`src/rtl/mem_trace_monitor.sv`:
```
// mem_trace_monitor: captures read/write transactions on NCH memory channels
// into per-channel pending registers. A round-robin arbiter moves one pending
// entry per cycle through a one-slot stage into a trace FIFO, and each record
// is stamped with a free-running 16-bit cycle counter.
// Optional feature: define MEM_TRACE_FILTER_EN to add i_lo_addr/i_hi_addr and
// capture only addresses inside [i_lo_addr, i_hi_addr] (unsigned).
//
// Output handshake: o_valid is high while the FIFO holds a record and o_record
// shows the oldest one. The record leaves on a rising edge where o_valid and
// i_ready are both high. While o_valid=1 and i_ready=0, o_record holds steady.
// o_valid never depends combinationally on i_ready.
module mem_trace_monitor #(
    parameter int NCH    = 2,
    parameter int ADDR_W = 32,
    parameter int DATA_W = 32,
    parameter int DEPTH  = 16,
    localparam int CH_W  = (NCH > 1) ? $clog2(NCH) : 1,
    localparam int REC_W = 16 + CH_W + 1 + ADDR_W + DATA_W
) (
    input  logic                  i_clk,
    input  logic                  i_rst,
    input  logic [NCH*ADDR_W-1:0] i_addr,
    input  logic [NCH*DATA_W-1:0] i_rdata,
    input  logic [NCH*DATA_W-1:0] i_wdata,
    input  logic [NCH-1:0]        i_ren,
    input  logic [NCH-1:0]        i_wen,
`ifdef MEM_TRACE_FILTER_EN
    input  logic [ADDR_W-1:0]     i_lo_addr,
    input  logic [ADDR_W-1:0]     i_hi_addr,
`endif
    output logic                  o_valid,
    input  logic                  i_ready,
    output logic [REC_W-1:0]      o_record,
    output logic [15:0]           o_drops
);
    localparam int PW = $clog2(DEPTH);

    logic [15:0]      stamp;
    logic [NCH-1:0]   in_range;
    logic [NCH-1:0]   txn;
    logic [NCH-1:0]   take;
    logic [NCH-1:0]   drop;
    logic [REC_W-1:0] new_rec [NCH];
    logic [NCH-1:0]   pend_v;
    logic [REC_W-1:0] pend_rec [NCH];
    logic [3:0]       drop_n;
    logic [16:0]      drop_sum;

    logic [CH_W-1:0]  prio;
    logic [CH_W-1:0]  gnt_idx;
    logic [CH_W-1:0]  nxt_prio;
    logic             gnt_any;
    logic [NCH-1:0]   gnt_oh;
    logic             can_grant;
    logic             pop;

    // The stage slot counts toward FIFO occupancy, so total storage stays DEPTH.
    logic             stg_v;
    logic [REC_W-1:0] stg_rec;
    logic [REC_W-1:0] mem [DEPTH];
    logic [PW-1:0]    wr_ptr;
    logic [PW-1:0]    rd_ptr;
    logic [PW:0]      count;
    logic [PW:0]      occ;

    assign o_valid  = (count != '0);
    assign o_record = o_valid ? mem[rd_ptr] : '0;

    // Address window qualification for each channel.
    always_comb begin
        in_range = '1;
`ifdef MEM_TRACE_FILTER_EN
        for (int k = 0; k < NCH; k++) begin
            in_range[k] = (i_addr[k*ADDR_W +: ADDR_W] >= i_lo_addr) &&
                          (i_addr[k*ADDR_W +: ADDR_W] <= i_hi_addr);
        end
`endif
    end

    // Per-channel capture and drop decisions, plus the record to load.
    always_comb begin
        txn    = '0;
        take   = '0;
        drop   = '0;
        drop_n = '0;
        for (int k = 0; k < NCH; k++) begin
            txn[k]  = (i_ren[k] | i_wen[k]) & in_range[k];
            take[k] = txn[k] & (~pend_v[k] | gnt_oh[k]);
            drop[k] = txn[k] & pend_v[k] & ~gnt_oh[k];
            new_rec[k] = {stamp, CH_W'(k), i_wen[k], i_addr[k*ADDR_W +: ADDR_W],
                          i_wen[k] ? i_wdata[k*DATA_W +: DATA_W]
                                   : i_rdata[k*DATA_W +: DATA_W]};
            drop_n = drop_n + {3'b000, drop[k]};
        end
        drop_sum = {1'b0, o_drops} + {13'b0, drop_n};
    end

    // Round-robin grant, searching upward from the channel after the last grant.
    always_comb begin
        logic [CH_W:0] idx_sum;
        idx_sum   = '0;
        gnt_any   = 1'b0;
        gnt_idx   = '0;
        occ       = count + {{PW{1'b0}}, stg_v};
        pop       = o_valid & i_ready;
        can_grant = (occ < (PW+1)'(DEPTH)) | pop;
        for (int i = 0; i < NCH; i++) begin
            idx_sum = {1'b0, prio} + (CH_W+1)'(i);
            if (idx_sum >= (CH_W+1)'(NCH)) begin
                idx_sum = idx_sum - (CH_W+1)'(NCH);
            end
            if (!gnt_any && can_grant && pend_v[idx_sum[CH_W-1:0]]) begin
                gnt_any = 1'b1;
                gnt_idx = idx_sum[CH_W-1:0];
            end
        end
        gnt_oh   = gnt_any ? (NCH'(1) << gnt_idx) : '0;
        nxt_prio = (gnt_idx == CH_W'(NCH-1)) ? '0 : gnt_idx + 1'b1;
    end

    // Free-running stamp counter; wraps from 0xFFFF to 0.
    always_ff @(posedge i_clk) begin
        if (i_rst) stamp <= '0;
        else       stamp <= stamp + 16'd1;
    end

    // Pending flags: set on capture, cleared when granted without a refill.
    always_ff @(posedge i_clk) begin
        if (i_rst) begin
            pend_v <= '0;
        end else begin
            for (int k = 0; k < NCH; k++) begin
                if (take[k])        pend_v[k] <= 1'b1;
                else if (gnt_oh[k]) pend_v[k] <= 1'b0;
            end
        end
    end

    // Pending payloads; the flags alone decide whether a payload is meaningful.
    always_ff @(posedge i_clk) begin
        for (int k = 0; k < NCH; k++) begin
            if (take[k]) pend_rec[k] <= new_rec[k];
        end
    end

    // Arbiter priority pointer and stage valid flag.
    always_ff @(posedge i_clk) begin
        if (i_rst) begin
            prio  <= '0;
            stg_v <= 1'b0;
        end else begin
            stg_v <= gnt_any;
            if (gnt_any) prio <= nxt_prio;
        end
    end

    // Stage payload: the granted pending record.
    always_ff @(posedge i_clk) begin
        if (gnt_any) stg_rec <= pend_rec[gnt_idx];
    end

    // FIFO pointers and occupancy. The stage always has room to drain, because
    // grants are held back once stage plus FIFO reach DEPTH.
    always_ff @(posedge i_clk) begin
        if (i_rst) begin
            wr_ptr <= '0;
            rd_ptr <= '0;
            count  <= '0;
        end else begin
            if (stg_v) wr_ptr <= wr_ptr + 1'b1;
            if (pop)   rd_ptr <= rd_ptr + 1'b1;
            case ({stg_v, pop})
                2'b10:   count <= count + 1'b1;
                2'b01:   count <= count - 1'b1;
                default: count <= count;
            endcase
        end
    end

    // FIFO storage write.
    always_ff @(posedge i_clk) begin
        if (stg_v) mem[wr_ptr] <= stg_rec;
    end

    // Saturating count of lost transactions.
    always_ff @(posedge i_clk) begin
        if (i_rst)              o_drops <= '0;
        else if (drop_sum[16])  o_drops <= 16'hFFFF;
        else                    o_drops <= drop_sum[15:0];
    end

endmodule

```
`config.mk`:
```
export PLATFORM = sky130hd
export DESIGN_NAME = mem_trace_monitor
export DESIGN_NICKNAME = d
export VERILOG_FILES = /design/src/rtl/mem_trace_monitor.sv
export SDC_FILE = /design/constraint.sdc
export NUM_CORES = 1
export LEC_CHECK = 0
export CAP_MARGIN = 0
export CORE_AREA = 2 2 456 458
export CTS_CLUSTER_DIAMETER = 80
export CTS_CLUSTER_SIZE = 30
export DETAILED_ROUTE_END_ITERATION = 8
export DIE_AREA = 0 0 458 460
export SYNTH_ARGS = -nofsm -noshare
export SYNTH_HDL_FRONTEND = slang
export SYNTH_SLANG_ARGS = --single-unit
```
`constraint.sdc`:
```
create_clock -name i_clk -period 6.9 [get_ports i_clk]
set_input_delay 1.38 -clock i_clk [delete_from_list [all_inputs] [get_ports i_clk]]
set_output_delay 1.38 -clock i_clk [all_outputs]
set_load 0.02 [all_outputs]
```
### Yosys cells after proc, flatten, opt, wreduce, memory -nomap -nowiden

Memory sizes are Yosys's and may differ from the RTL's. A register that Yosys moved wholly into a read port is not among the register bits.
Index checks and enable logic that the tools add are counted.

* register bits after elaboration: 49
* RAM bits: 1476
* input port bits: 199
* output and inout bits: 99
* logic and storage cells: 84
* memories kept: 2

* $add $sub $neg: 12
* $lt $le $gt $ge: 5
* equality and inequality tests: 2
* shift operators: 1
* mux-type cells: 29
* bitwise operators: 16
* reductions and logical operators: 8

Memory list
* mem: depth 16, bits a word 82, rd ports 1, clocked after memory_dff 1, write ports 1, RTL line 60 `logic [REC_W-1:0] mem [DEPTH];`
* pend_rec: depth 2, bits a word 82, rd ports 1, clocked after memory_dff 1, write ports 2, RTL line 45 `logic [REC_W-1:0] pend_rec [NCH];`

Operators by type and width (number)
* $mux W82: 1
* $mux W32: 2
* $mux W1: 21
* $add A16 B2 Y17: 1
* $add A16 B1 Y16 const B: 1
* $mux W16: 1
* $pmux W5 S2: 1
* $add A4 B1 Y4 const B: 2
* $mux W4: 2
* $and A1 B1 Y1: 7
* $reduce_bool A2 Y1: 3
* $add A5 B1 Y5: 1
* $add A5 B1 Y5 const B: 1
* $lt A5 B5 Y1 const B: 1
* $or A1 B1 Y1: 5
* $reduce_bool A5 Y1: 1
* $sub A5 B1 Y5 const B: 1
* $lt A1 B2 Y1 const B: 2
* $not A1 Y1: 4
* $logic_and A1 B1 Y1: 3
* $add A1 B1 Y2: 1
* $add A1 B1 Y2 const B: 1
* $eq A2 B1 Y1 const B: 1
* $eq A2 B2 Y1 const B: 1
* 7 further kinds: 8

### Longest topological paths before layout

Gate-level depths: netlist of run 1.

* depth in word-level cells: 17
* gate-level depth with buffers: 12
* depth with buffers taken out: 10

### Worst setup path after synthesis of run 1

OpenSTA, ideal clock, no wires.

* kind: input to register
* from: input i_wen[0]
* to: memory pend_rec[0][0] in the netlist's numbering (enable)
* setup time: 549 ps
* arrival time: 6095 ps
* data required time: 6351 ps
* setup slack: 256 ps
* stages: 4
* path buffers: 2
* path through: clkbuf_1 buf_1 o21ai_0 o22ai_1

RTL lines
* from (decl): RTL line 26 `input logic [NCH-1:0] i_wen,`
* to (decl): RTL line 45

==> flow_metrics.py, run 1 <==
metrics = {
    "global_route": {
        "antenna_found_initial": 10,
        "overflow": 0,
        "grt_pass1_wl_mm": 207,
        "grt.total_usage_pct": 13.5,
        "grt_max_degree": 72,
        "grt_pass1_vias": 29000,
    },
    "setup_path": {
        "crit_cells": 5,
        "timing.rr.end": "o_drops[4]",
        "crit_fanout": 37,
        "cp_top_family": "buffers and inverters",
        "cp-start-kind": "flip-flop",
        "path_buf_inv": 2,
        "crit_type": "flip-flop to primary output",
        "cp_slowest_stage_delay_ps": 880,
        "crit_arrival_ps": 4040,
        "r2r_start": "count[0]",
        "cp_cell_sequence": "buf_4 -> mux4_2 -> mux2_2 -> a221o_1 -> clkdlybuf4s50_1",
        "reg2reg_depth": 10,
        "crit_required_ps": 5520,
        "endpoint_kind": "primary output",
        "endpoint": "o_record[73]",
        "crit_path_top_delay_cell": "dfxtp_4",
        "reg2reg_setup_slack_ps": 3490,
    },
    "sta": {
        "fin_crit_ps": 5420,
        "drv_slew": 0,
        "finClkSkew_ps": 42.7,
        "slew-limit-headroom_pct": 25.0,
        "rsz0062_at_grt": "false",
        "fmax_mhz": 184,
        "finalCritPeriodShare_pct": 78.6,
        "setup_viol": 0,
        "hold_viol_final": 0,
        "worstMarginPinSlew_ps": 1120,
        "finalSetupTns_ps": 0,
    },
    "power": {
        "swShare_pct": 28.7,
        "comb_power_share_pct": 19.5,
        "internal_power_uw": 16400,
        "clockPowerShare_pct": 27.6,
        "finalPower_uw": 23100,
        "ir_drop_mv": 0.296,
        "p_seq_share_pct": 52.9,
        "p_leak_uw": 0.0213,
        "p_sw_uw": 6630,
        "cellPowerDensity_nw_per_um2": 325,
    },
    "placement": {
        "dpl-instance-area_um2": 67600,
        "io_buffers": 297,
        "routabilityCongestion": 0.695,
        "place_hpwl_mm": 78.9,
    },
    "detailed_routing": {
        "viasPerCell": 4.78,
        "drt-wirelength-per-cell_um": 24.9,
        "totalWireLength_mm": 144,
        "drt-initial-drc-count": 2386,
        "remaining_drc_errors": 0,
        "ant_nets": 0,
        "via_count": 27700,
        "firstDrtPassIters": 5,
    },
    "logic_synthesis": {
        "synth_top_flop_cell": "edfxtp_1",
        "synth_top_area_cell": "edfxtp_1",
        "yosys_register_bits": 1609,
        "synth_commonest_cells": "edfxtp_1 (1,556), mux4_2 (328), mux2_2 (224)",
        "synth_top_cells_by_area": "edfxtp_1 (76%), mux4_2 (12%), mux2_2 (4.1%)",
        "yosys.area.top_type_share_pct": 76.1,
        "synth_warnings": 0,
        "syn_avg_cell_area_um2": 22.6,
        "synthCells": 2715,
        "synth.net_count": 2927,
        "yosysMostFrequentCell": "edfxtp_1",
        "synth_seq_area_share_pct": 77.8,
        "netlist_area_um2": 61400,
        "async_reset_ff_share_pct": 0,
        "synth_edf_count": 1556,
        "ys_types": 54,
    },
    "cts": {
        "clk_pin_slew_ps": 100,
        "clock-sinks": 1609,
        "cts_buffers": 88,
        "cts.path.max_buffers": 3,
        "cts_hold_buf": 0,
        "cts_tree": "built",
        "h-tree-depth": 3,
        "cts-root-buf": "clkbuf_16",
        "clk_latency_ps": 760,
        "post_cts_buffers": 0,
        "cts_resized": 0,
    },
    "floorplanning": {
        "coreArea_um2": 206000,
        "io_pins": 298,
        "num_rows": 167,
        "die_w_um": 458,
        "start_util_pct": 29.8,
        "chipHeight_um": 460,
        "dieArea_um2": 211000,
    },
    "layout": {
        "nFillCells": 19100,
        "drive_above_1_share_pct": 25.7,
        "final_nets": 3227,
        "design_area_um2": 70900,
        "utilization_pct": 34.4,
        "syn2layout_area_growth_pct": 15.5,
    },
    "outcome": {
        "status": "finished clean",
    },
    "hold_path": {
        "holdCritPathClass": "flip-flop to flip-flop",
    },
    "flow_run": {
        "cap_violations": 0,
    },
}
[layer usage]
layer  vias to the layer above  global-route usage, %  wire (µm)
li1                      11900                      -          -
met1                     14900                   18.0      62700
met2                       644                   22.9      71100
met3                       141                   2.41       7530
met4                         8                   3.11       2770
met5                         -                      0         46
[stage by stage]
stage | hold slack, ps | cells | setup slack, ps
after CTS | 508 | 5788 | 1260
after detailed placement | 487 | 5629 | 2100
after floorplan | 442 | 2715 | 256
after global routing | 516 | 5789 | 1250
final | 502 | 5790 | 1480
after global placement | 475 | 5629 | 2130
[sequential cells by signal, indices dropped and copies added (netlist names), named ones only]
name      cells
stamp        16
pend_rec    162
o_drops      16
mem        1312
pend_v        2
rd_ptr        4
stg_rec      82
count         5
prio          1
stg_v         1
wr_ptr        4
[layout make-up]
type | count | area (µm²) | share of cell area [%]
clock inverters | 68 | 1040 | 1.47
diodes | 2 | 5.00 | 0.00706
multi-input cells | 953 | 12900 | 18.2
clock buffers | 91 | 2260 | 3.18
well taps | 2704 | 3380 | 4.77
inverters | 16 | 60.1 | 0.0847
flip-flops and latches | 1609 | 47800 | 67.4
repair buffers | 347 | 3470 | 4.89
[power groups by stage]
stage | logic (µW) | clock network [µW] | registers, µW
floorplan | 2680 | 0 | 12200
global placement | 4660 | 0 | 12400
detailed placement | 4640 | 0 | 12400
CTS | 4660 | 6570 | 12200
global route | 4820 | 6860 | 12300
finish | 4500 | 6370 | 12200
[worst min path at each step]
| stage | startpoint | endpoint | slack [ps] | cells past startpoint |
|---|---|---|---|---|
| 4_1_cts | stamp[1] | pend_rec[0][67] | 510 | 0 |
| 3_3_place_gp | stamp[15] | pend_rec[0][81] | 480 | 0 |
| 6_report | stamp[1] | pend_rec[0][67] | 500 | 0 |
| 5_1_grt | stamp[1] | pend_rec[1][67] | 520 | 0 |
| 2_1_floorplan | stamp[15] | pend_rec[0][81] | 440 | 0 |
| 3_5_place_dp | stamp[15] | pend_rec[1][81] | 490 | 0 |
[kinds of logic (layout without fill, tap and decap cells)]
| kind of cell | count (synthesis) | count (layout) | synth area share (%) |
|---|---|---|---|
| compound gates | 145 | 145 | 1.98 |
| flops | 1609 | 1609 | 77.8 |
| xor+xnor | 24 | 24 | 0.342 |
| mux | 559 | 559 | 16.3 |
| fa+ha+maj | 13 | 13 | 0.289 |
| other cells | 0 | 2 | 0 |
| buf+inv | 153 | 522 | 1.35 |
| simple gates | 212 | 212 | 1.96 |
[worst reg2reg max path, delay by kind of cell (launching register included)]
kind,cells,cell delay [ps]
compound gates,3,780
fa+ha+maj,2,520
flops,1,640
simple gates,5,1420
[cell usage in the layout, fill, tap and decap left out, drive strengths merged, types with 6 or more instances in the layout]
master and count:
edfxtp 1556, mux4 328, clkdlybuf4s50 294, mux2 224
clkbuf 91, nor2b 85, a221o 78, dfxtp 53
buf 53, inv 44, nor2 43, clkinv 29
a21oi 24, and2 17, nand2 13, xor2 13
o21ai 12, a211oi 11, xnor2 11, ha 11
nand3 10, nand4 10, mux2i 7, nor3 7
clkinvlp 7, or3 6
Note: power is estimated with default switching activity, not from simulation.
==> run 2: changes to the inputs <==
==> constraint.sdc (replaced) <==
create_clock -name i_clk -period 4.8 [get_ports i_clk]
set_input_delay 0.96 -clock i_clk [delete_from_list [all_inputs] [get_ports i_clk]]
set_output_delay 0.96 -clock i_clk [all_outputs]
set_load 0.02 [all_outputs]
==> run 2 against run 1 <==
First-iteration DRC count grew 0.80%. Register-to-register slack lost 2100 ps. Cell count grew 1.1%. Largest cell class unchanged. Total power grew 46%.
==> flow_metrics.py, run 2 (same netlist as run 1, synthesis figures left out) <==
metrics = {
    "floorplanning": {
        "dieArea_um2": 211000,
        "num_rows": 167,
        "die_w_um": 458,
        "io_pins": 298,
        "coreArea_um2": 206000,
        "chipHeight_um": 460,
        "start_util_pct": 29.8,
    },
    "cts": {
        "h-tree-depth": 3,
        "cts.path.max_buffers": 3,
        "cts-root-buf": "clkbuf_16",
        "cts_tree": "built",
        "clk_latency_ps": 760,
        "clk_pin_slew_ps": 110,
        "clock-sinks": 1609,
        "cts_hold_buf": 0,
        "cts_buffers": 91,
    },
    "setup_path": {
        "cp-start-kind": "flip-flop",
        "crit_type": "flip-flop to primary output",
        "endpoint_kind": "primary output",
        "crit_required_ps": 3840,
        "crit_arrival_ps": 3570,
        "crit_fanout": 23,
    },
    "layout": {
        "syn2layout_area_growth_pct": 17.0,
        "final_cells": 5852,
        "final_common_cell": "edfxtp_1",
        "final_nets": 3285,
        "final_cell_mix": "edfxtp_1 (1,556), mux4_2 (328), clkdlybuf4s50_1 (294)",
        "utilization_pct": 34.9,
        "regMostFlops": "mem",
        "drive_above_1_share_pct": 27.1,
        "design_area_um2": 71800,
        "reg_top3": "mem x1312, pend_rec x162, stg_rec x82",
        "largest_reg_flops": 1312,
    },
    "placement": {
        "routabilityCongestion": 0.701,
        "dp_cells": 5675,
        "io_buffers": 297,
        "dpl-instance-area_um2": 68300,
        "place_hpwl_mm": 81.6,
    },
    "sta": {
        "finalCritPeriodShare_pct": 94.4,
        "worstMarginPinSlew_ps": 1000,
        "finClkSkew_ps": 39.5,
        "fin_hold_ws_ps": 523,
        "fin_crit_ps": 4530,
        "rsz0062_at_grt": "false",
        "hold_viol_final": 0,
        "drv_slew": 0,
        "fmax_mhz": 221,
        "slew-limit-headroom_pct": 32.6,
        "finalSetupTns_ps": 0,
        "setup_viol": 0,
    },
    "detailed_routing": {
        "firstDrtPassIters": 7,
        "via_count": 28100,
        "drt-wirelength-per-cell_um": 25.1,
        "viasPerCell": 4.80,
        "drt-initial-drc-count": 2405,
        "ant_nets": 0,
        "remaining_drc_errors": 0,
        "totalWireLength_mm": 147,
    },
    "hold_path": {
        "holdCritPathClass": "flip-flop to flip-flop",
    },
    "power": {
        "ir_drop_mv": 0.368,
        "p_seq_share_pct": 51.7,
        "swShare_pct": 28.6,
        "internal_power_uw": 24100,
        "clockPowerShare_pct": 28.3,
        "comb_power_share_pct": 20.0,
        "cellPowerDensity_nw_per_um2": 470,
        "p_leak_uw": 0.0218,
        "p_sw_uw": 9670,
    },
    "outcome": {
        "status": "finished clean",
    },
    "global_route": {
        "overflow": 0,
        "antenna_found_initial": 11,
        "grt_pass1_vias": 29500,
        "grt_pass1_wl_mm": 211,
        "grt_max_degree": 83,
        "grt.total_usage_pct": 13.8,
    },
    "flow_run": {
        "cap_violations": 0,
    },
}
-- run 2: cell types whose count changed in the layout (fill, tap and decap cells not counted), sizes merged --
cell / delta
bufinv: +5
inv: +8
buf: +55
clkbuf: +5
diode: -1
clkinv: -7
clkinvlp: -3
-- run 2: through the flow --
| stage | setup WS (ps) | total power (µW) |
|---|---|---|
| 2_1_floorplan | 505 | 21300 |
| 3_3_place_gp | 662 | 24600 |
| 3_5_place_dp | 657 | 24700 |
| 4_1_cts | 27.0 | 34200 |
| 5_1_grt | 77.5 | 35100 |
| 6_report | 269 | 33800 |
-- run 2: worst paths after layout --
path,start,end,slack [ps],cells past startpoint
max,flip-flop,o_record[0],270,6
min reg2reg,stamp[14],pend_rec[1][80],520,0
min,stamp[14],pend_rec[1][80],520,0
max reg2reg,count[0],o_drops[10],1370,10
-- run 2: final cells by class --
type | count | area (µm²)
Antenna cell | 1 | 2.50
Clock buffer | 96 | 2300
Clock inverter | 71 | 1160
Fill cell | 18900 | 134000
Inverter | 16 | 60.1
Multi-Input combinational cell | 953 | 12900
Sequential cell | 1609 | 47800
Tap cell | 2704 | 3380
Timing Repair Buffer | 402 | 4250
-- run 2: power by group through the flow --
stage / sequential [µW] / clock, µW / combinational (µW)
3_3_place_gp: 17700 / 0 / 6900
4_1_cts: 17500 / 9810 / 6950
5_1_grt: 17600 / 10200 / 7200
3_5_place_dp: 17800 / 0 / 6920
2_1_floorplan: 17400 / 0 / 3860
6_report: 17500 / 9550 / 6750
-- run 2: worst max-delay path, cell delays in order, from the launching register on --
cell and delay (ps):
dfxtp_4 440, buf_4 210, buf_4 400, mux4_2 560
mux2_2 280, a221o_1 310, clkdlybuf4s50_1 600
-- run 2: routing by layer --
metal,global-route usage [%],up-vias,routed length (µm)
li1,-,12100,-
met1,19.1,15100,65300
met2,22.5,729,70000
met3,2.29,154,7770
met4,3.93,6,3550
met5,0,-,40
-- run 2: repair_timing --
item	CTS	global route
setup endpoints to repair	1	3
buffers inserted	0	9
gates resized for setup	1	0
pin swaps	0	0
